### src/rtl/keypad_scan_onehot.sv
// 4x4 matrix keypad scanner with debounce; presents the last confirmed key as a
// registered one-hot code plus its binary index, a press strobe and a held flag.
module keypad_scan_onehot #(
  parameter int unsigned SCAN_DIV = 50000,
  parameter int unsigned DEBOUNCE = 4
) (
  input  logic        clk,
  input  logic        rst,
  input  logic [3:0]  row_in,
  output logic [3:0]  col_out,
  output logic [15:0] onehot,
  output logic [3:0]  key_code,
  output logic        key_pulse,
  output logic        key_down
);

  localparam int unsigned DivW = (SCAN_DIV > 1) ? $clog2(SCAN_DIV) : 1;

  typedef enum logic [1:0] {StScan, StDebounce, StHeld} state_e;

  state_e            state_q, state_d;
  logic [3:0]        row_s1_q, row_s2_q;
  logic [DivW-1:0]   div_q, div_d;
  logic [3:0]        cnt_q, cnt_d;
  logic [1:0]        col_q, col_d;
  logic [1:0]        row_lat_q, row_lat_d;
  logic [15:0]       onehot_q, onehot_d;
  logic [3:0]        key_code_q, key_code_d;
  logic              key_pulse_q, key_pulse_d;
  logic              key_down_q, key_down_d;

  logic              tick;
  logic              any_low;
  logic [1:0]        row_sel;
  logic [3:0]        cnt_inc;
  logic [3:0]        key_idx;

  assign tick    = (div_q == DivW'(SCAN_DIV - 1));
  assign any_low = ~&row_s2_q;
  assign cnt_inc = cnt_q + 4'd1;
  assign key_idx = {row_lat_q, col_q};

  // Lowest-indexed low row wins when several rows are pulled down together.
  always_comb begin
    if (!row_s2_q[0])      row_sel = 2'd0;
    else if (!row_s2_q[1]) row_sel = 2'd1;
    else if (!row_s2_q[2]) row_sel = 2'd2;
    else                   row_sel = 2'd3;
  end

  always_comb begin
    state_d     = state_q;
    cnt_d       = cnt_q;
    col_d       = col_q;
    row_lat_d   = row_lat_q;
    onehot_d    = onehot_q;
    key_code_d  = key_code_q;
    key_pulse_d = 1'b0;
    key_down_d  = key_down_q;
    div_d       = tick ? '0 : div_q + 1'b1;

    if (tick) begin
      unique case (state_q)
        StScan: begin
          if (!any_low) begin
            col_d = col_q + 2'd1;
          end else begin
            row_lat_d = row_sel;
            cnt_d     = 4'd1;
            state_d   = StDebounce;
          end
        end
        StDebounce: begin
          if (any_low && (row_sel == row_lat_q)) begin
            cnt_d = cnt_inc;
            if (cnt_inc == 4'(DEBOUNCE)) begin
              state_d     = StHeld;
              cnt_d       = 4'd0;
              onehot_d    = 16'd1 << key_idx;
              key_code_d  = key_idx;
              key_pulse_d = 1'b1;
              key_down_d  = 1'b1;
            end
          end else begin
            state_d = StScan;
            col_d   = col_q + 2'd1;
          end
        end
        StHeld: begin
          // Column stays frozen; any bounce restarts the release count.
          if (any_low) begin
            cnt_d = 4'd0;
          end else if (cnt_inc == 4'(DEBOUNCE)) begin
            cnt_d      = 4'd0;
            key_down_d = 1'b0;
            col_d      = col_q + 2'd1;
            state_d    = StScan;
          end else begin
            cnt_d = cnt_inc;
          end
        end
        default: state_d = StScan;
      endcase
    end
  end

  always_ff @(posedge clk or posedge rst) begin
    if (rst) begin
      state_q     <= StScan;
      row_s1_q    <= 4'hF;
      row_s2_q    <= 4'hF;
      div_q       <= '0;
      cnt_q       <= 4'd0;
      col_q       <= 2'd0;
      row_lat_q   <= 2'd0;
      onehot_q    <= 16'h0000;
      key_code_q  <= 4'd0;
      key_pulse_q <= 1'b0;
      key_down_q  <= 1'b0;
    end else begin
      state_q     <= state_d;
      row_s1_q    <= row_in;
      row_s2_q    <= row_s1_q;
      div_q       <= div_d;
      cnt_q       <= cnt_d;
      col_q       <= col_d;
      row_lat_q   <= row_lat_d;
      onehot_q    <= onehot_d;
      key_code_q  <= key_code_d;
      key_pulse_q <= key_pulse_d;
      key_down_q  <= key_down_d;
    end
  end

  assign col_out   = ~(4'b0001 << col_q);
  assign onehot    = onehot_q;
  assign key_code  = key_code_q;
  assign key_pulse = key_pulse_q;
  assign key_down  = key_down_q;

endmodule

### config.mk
export PLATFORM = sky130hd
export DESIGN_NAME = keypad_scan_onehot
export DESIGN_NICKNAME = d
export VERILOG_FILES = /design/src/rtl/keypad_scan_onehot.sv
export SDC_FILE = /design/constraint.sdc
export NUM_CORES = 1
export LEC_CHECK = 0
export CAP_MARGIN = 20
export CORE_MARGIN = 2
export CORE_UTILIZATION = 50
export DETAILED_ROUTE_END_ITERATION = 7
export GPL_ROUTABILITY_DRIVEN = 0
export MAX_ROUTING_LAYER = met4
export PLACE_DENSITY_LB_ADDON = 0.1
export SETUP_SLACK_MARGIN = 0.2
export SLEW_MARGIN = 20
export SYNTH_ARGS = -nofsm -noshare
export SYNTH_HDL_FRONTEND = slang
export SYNTH_SLANG_ARGS = --single-unit
export TNS_END_PERCENT = 5
### constraint.sdc
create_clock -name clk -period 3.85 [get_ports clk]
set_input_delay 0.385 -clock clk [delete_from_list [all_inputs] [get_ports clk]]
set_output_delay 0.385 -clock clk [all_outputs]
set_load 0.01 [all_outputs]
## After elaboration in Yosys (flattened, before gate mapping)

Cells that the tools add are included.

- Add/subtract/negate cells: 3
- Multiply operators: 0
- Bitwise gates (word level): 2
- Div/mod/pow operators: 0
- Shifts and indexed selects: 2
- Eq/ne operators: 13
- Multiplexer cells: 29
- Reductions and logical operators: 12
- $lt $le $gt $ge: 0

Operators by type and width:

| operator | number |
|---|---|
| 2-bit two-way mux | 11 |
| 16-bit by 1-bit adder with 16-bit output (second input constant) | 1 |
| 16-bit == test (second input constant) | 1 |
| 16-bit two-way mux | 1 |
| 4-bit two-way mux | 4 |
| 1-bit by 4-bit left shift with 16-bit output (first input constant) | 1 |
| 2-bit inequality test (second input constant) | 7 |
| 2-bit one-hot mux with 3 select lines | 2 |
| 4-bit one-hot mux with 3 select lines | 1 |
| 4-bit AND reduction | 3 |
| 6-bit AND reduction | 2 |
| 1-bit two-way mux | 9 |
| 5-bit AND reduction | 1 |
| 4-bit by 1-bit adder with 4-bit output (second input constant) | 1 |
| 4-bit by 3-bit == test with 1-bit output (second input constant) | 1 |
| 4-bit NOT | 1 |
| 1-bit by 2-bit left shift with 4-bit output (first input constant) | 1 |
| 3-bit inequality test (second input constant) | 1 |
| 3-bit AND reduction | 1 |
| 3-bit nonzero test | 1 |
| 2-bit by 1-bit adder with 2-bit output (second input constant) | 1 |
| 2-bit by 1-bit == test with 1-bit output (second input constant) | 1 |
| 2-bit == test | 1 |
| 2-bit == test (second input constant) | 1 |
| 6 further kinds | 6 |

- Register bits: 56
- Output and inout bits: 26
- Memory bits (writable): 0
- Latch bits: 0
- ROM bits: 0
- Memories: 0

## Logic depth before layout (Yosys ltp)

- Word-level depth: 8
- Depth in mapped cells: 7
- Mapped depth without buffers: 7

## Worst setup path before layout

OpenSTA, ideal clock, no wires.

- Kind: reg-to-reg
- Start: register cnt_q[0]
- End: register state_q[0]
- Required time: 3.725 ns
- Stages on the path, launching flop included: 7
- Buffers on the path: 0
- Arrival time: 1.846 ns
- Path slack: 1.880 ns
- Clock period less this slack: 1.970 ns
- Path through: dfrtp_1 -> ha_1 -> or4bb_1 -> o31ai_4 -> a31oi_1 -> and4b_1 -> mux2_2

- Word-level cells in the longest chain between the ends: 4
- Elaborated cells between the ends (all ways): 5
- Classes of those cells: add/sub (1); eq/ne (3); reduce/logical (1)

RTL lines:

| element | RTL line | RTL |
|---|---|---|
| start, declared | 24 | `logic [3:0] cnt_q, cnt_d;` |
| start signal, assigned | 125 | `cnt_q <= cnt_d;` |
| 4-bit by 1-bit adder with 4-bit output * | 40 | `assign cnt_inc = cnt_q + 4'd1;` |
| 4-bit by 3-bit == test with 1-bit output * | 76, 93 |  |
| 3-bit inequality test (no source line) / 2-bit inequality test (equally long branches) | - |  |
| 5-bit AND reduction (no source line) * | - |  |
| end signal, assigned | 109 | `state_q <= StScan;` |
| end signal, assigned | 121 | `state_q <= state_d;` |
| end, declared | 21 | `state_e state_q, state_d;` |

Every way passes the cells marked *; elsewhere a longest branch is shown, timed or not.
A chain may end at the register's enable or synchronous reset.

## Worst setup path in the final report

- Start: register div_q[0]
- End: register key_code_q[1], in the netlist key_code[1]

- Word-level cells in the longest chain between the ends: 2

RTL lines:

| element | RTL line | RTL |
|---|---|---|
| start, declared | 23 | `logic [DivW-1:0] div_q, div_d;` |
| start signal, assigned | 124 | `div_q <= div_d;` |
| 16-bit == test | 38 | `assign tick = (div_q == DivW'(SCAN_DIV - 1));` |
| 4-bit AND reduction (no source line) | - |  |
| end signal, assigned | 129 | `key_code_q <= key_code_d;` |
| end, declared | 28 | `logic [3:0] key_code_q, key_code_d;` |

No other way between the ends.

==> flow_summary.json <==
{
  "setup_tns_ns": 0,
  "cp_num_cells": 5,
  "fmax_mhz": 404,
  "yosysWarnings": 0,
  "skew_ns": 0.0137,
  "layout.nets": 312,
  "synth_largest_area_cell": "dfrtp_1",
  "syn_to_final_growth_pct": 17.1,
  "nFillCells": 447,
  "hold_depth": 0,
  "postLayoutCoreUtil_pct": 61.5,
  "die-area_mm2": 0.00608,
  "antenna_left": 0,
  "cts_buffer_depth": 2,
  "avgSynthCellArea_um2": 10.4,
  "setup_viol": 0,
  "critPathTopFamily": "simple AND/OR/NAND/NOR gates",
  "crit_path_end_kind": "flop",
  "stdcell_area_mm2": 0.00320,
  "hold_viol_final": 0,
  "ctsHoldBuffers": 0,
  "synth_area_leaders": "dfrtp_1 44%, dfstp_2 7.7%, nand2_1 5.9%, ha_1 5.0%, xor2_1 3.2%",
  "yosysSeqAreaShare_pct": 51.6,
  "antenna_cells": 0,
  "rrSetupSlack_ns": 1.37,
  "ys_types": 45,
  "drive_above_1_share_pct": 10.5,
  "synthCells": 263,
  "cts.sinks": 56,
  "syn_area_mm2": 0.00273,
  "postPlaceCellArea_mm2": 0.00311,
  "period_needed_ns": 2.48,
  "insertion_delay_ns": 0.31,
  "synth.most_common_cell": "dfrtp_1",
  "slew_viol_final": 0,
  "finalCritPeriodShare_pct": 64.4,
  "synth-async-reset-ratio_pct": 100,
  "synth_edf_count": 0,
  "outcome": "finished clean",
  "cts_resized": 0,
  "synth_compound_area_share_pct": 9.75,
  "min_path_type": "flop to flop",
  "r2r.worst_path.cells": 5,
  "num_vias": 1936,
  "hpwl_mm": 3.70,
  "die_h_um": 77.9,
  "synth_top_family_by_area": "simple AND/OR/NAND/NOR gates",
  "worstPathArrival_ns": 2.68,
  "synth_mux_area_share_pct": 2.47,
  "io_buffers": 31,
  "rsz0062_at_grt": "no",
  "grt_max_degree": 38,
  "grt_pass1_vias": 1895,
  "synth_fa_ha_area_share_pct": 5.03,
  "rows": 26,
  "cts_root_buf": "clkbuf_8",
  "grt_overflow": 0,
  "yosys.area_share.simple_pct": 23.2,
  "dp_slack_ns": 1.37,
  "drtIter0Drc": 89,
  "ir_drop_mv": 0.198,
  "ios": 32,
  "grt_usage_pct": 19.4,
  "drv_cap": 0,
  "clk_pin_slew_ns": 0.09,
  "fp.dieW_um": 77.9,
  "cp.buffers_inverters": 0,
  "cp_slowest_stage_delay_ns": 0.57,
  "cts_htree_levels": 2,
  "syn-num-nets": 280,
  "grt_pass1_wl_mm": 9.07,
  "post-cts-setup-buffers": 0,
  "cp.required_ns": 4.05,
  "slew-limit-headroom_pct": 40.2,
  "cts_tree": "done",
  "drt_pass1_iterations": 5,
  "critPathMaxFanout": 37,
  "synthTopCellsByCount": "48 x dfrtp_1, 43 x nand2_1, 16 x nor2_1, 16 x o21ai_1, 15 x nand3_1",
  "cp-start-kind": "flop",
  "start_util_pct": 52.5,
  "synthFlopType": "dfrtp_1",
  "wl_per_cell_um": 14.1,
  "cts-buffers-inserted": 5,
  "cp_cell_sequence": "ha_1, nand4_1, nor4_4, o2111ai_4, mux2_2",
  "worstMarginPinSlew_ns": 0.897,
  "cpMaxStageDelayCell": "o2111ai_4",
  "core_area_mm2": 0.00520,
  "drcViolationCount": 0,
  "antenna_found_initial": 0,
  "pwr_density_cell_mw_per_mm2": 299,
  "fin_ws_ns": 1.37,
  "viasPerCell": 5.29,
  "leakagePower_nw": 1.40,
  "ys_ff_latch": 56,
  "criticalPathCategory": "flop to flop",
  "wl_mm": 5.17,
  "synth_top_area_share_pct": 43.9,
  "synth_xor_area_share_pct": 4.81
}
area by class of cell:
type	instances	area [um^2]	area share, %
tap	70	87.6	2.74
timing repair buffer	32	318	9.93
clock inverter	2	13.8	0.430
sequential	56	1410	44.1
inverter	14	52.6	1.64
clock buffer	6	82.6	2.58
multi-input combinational	186	1240	38.6
cells in the final DEF (no fill, tap or decap), drive strengths merged, types with 6 or more instances in the layout:
master         count
dfrtp             48
nand2             43
clkdlybuf4s50     31
o21ai             26
nor2              16
nand3             15
inv               15
ha                11
xor2              10
dfstp              8
mux2               6
clkbuf             6
final timing paths:
path / start / end
worst max-delay path: div_q[0]$_DFF_PP0_ / key_code[1]$_DFFE_PP0P_
worst min-delay path: row_s1_q[0]$_DFF_PP1_ / row_s2_q[0]$_DFF_PP1_
worst max register to register: div_q[0]$_DFF_PP0_ / key_code[1]$_DFFE_PP0P_
worst min register to register: row_s1_q[0]$_DFF_PP1_ / row_s2_q[0]$_DFF_PP1_
max in group asynchronous: rst / div_q[1]$_DFF_PP0_
min in group asynchronous: rst / onehot[11]$_DFFE_PP0P_
report_power, final:
part           internal (mW)  switching (mW)  total [mW]  leakage [nW]
Sequential             0.596         0.00402       0.600         0.741
Combinational        0.00666          0.0137      0.0204         0.609
Clock                  0.147           0.189       0.336        0.0516
Total                  0.750           0.206       0.956          1.40
registers in the layout (all words and copies together), names as in the netlist, 2 cells and up:
signal and count:
cnt_q 4, col_q 2, div_q 16, key_code 4, onehot 16, row_lat_q 2, row_s1_q 4, row_s2_q 4
state_q 2
cells by family after synthesis:
family | after synthesis
muxes | 6
buffers and inverters | 21
DFF | 56
and+or+nand+nor | 115
AOI/OAI and AO/OA | 39
xor gates and xnor gates | 15
adders and majority gates | 11
stage by stage:
stage / hold slack [ns] / instances / power (mW)
global placement: 0.347 / 358 / 0.632
global route: 0.364 / 366 / 0.997
detailed placement: 0.349 / 358 / 0.632
finish: 0.361 / 366 / 0.956
CTS: 0.362 / 366 / 0.968
floorplan: 0.345 / 263 / 0.621
routing by layer:
layer  wire [um]  vias up  GRT usage [%]
li1            -      976              -
met1        2380      889           25.8
met2        2460       61           30.8
met3         243       10           3.14
met4          85        0           5.96
met5           0        -              -
(Power assumes the default switching activity.)
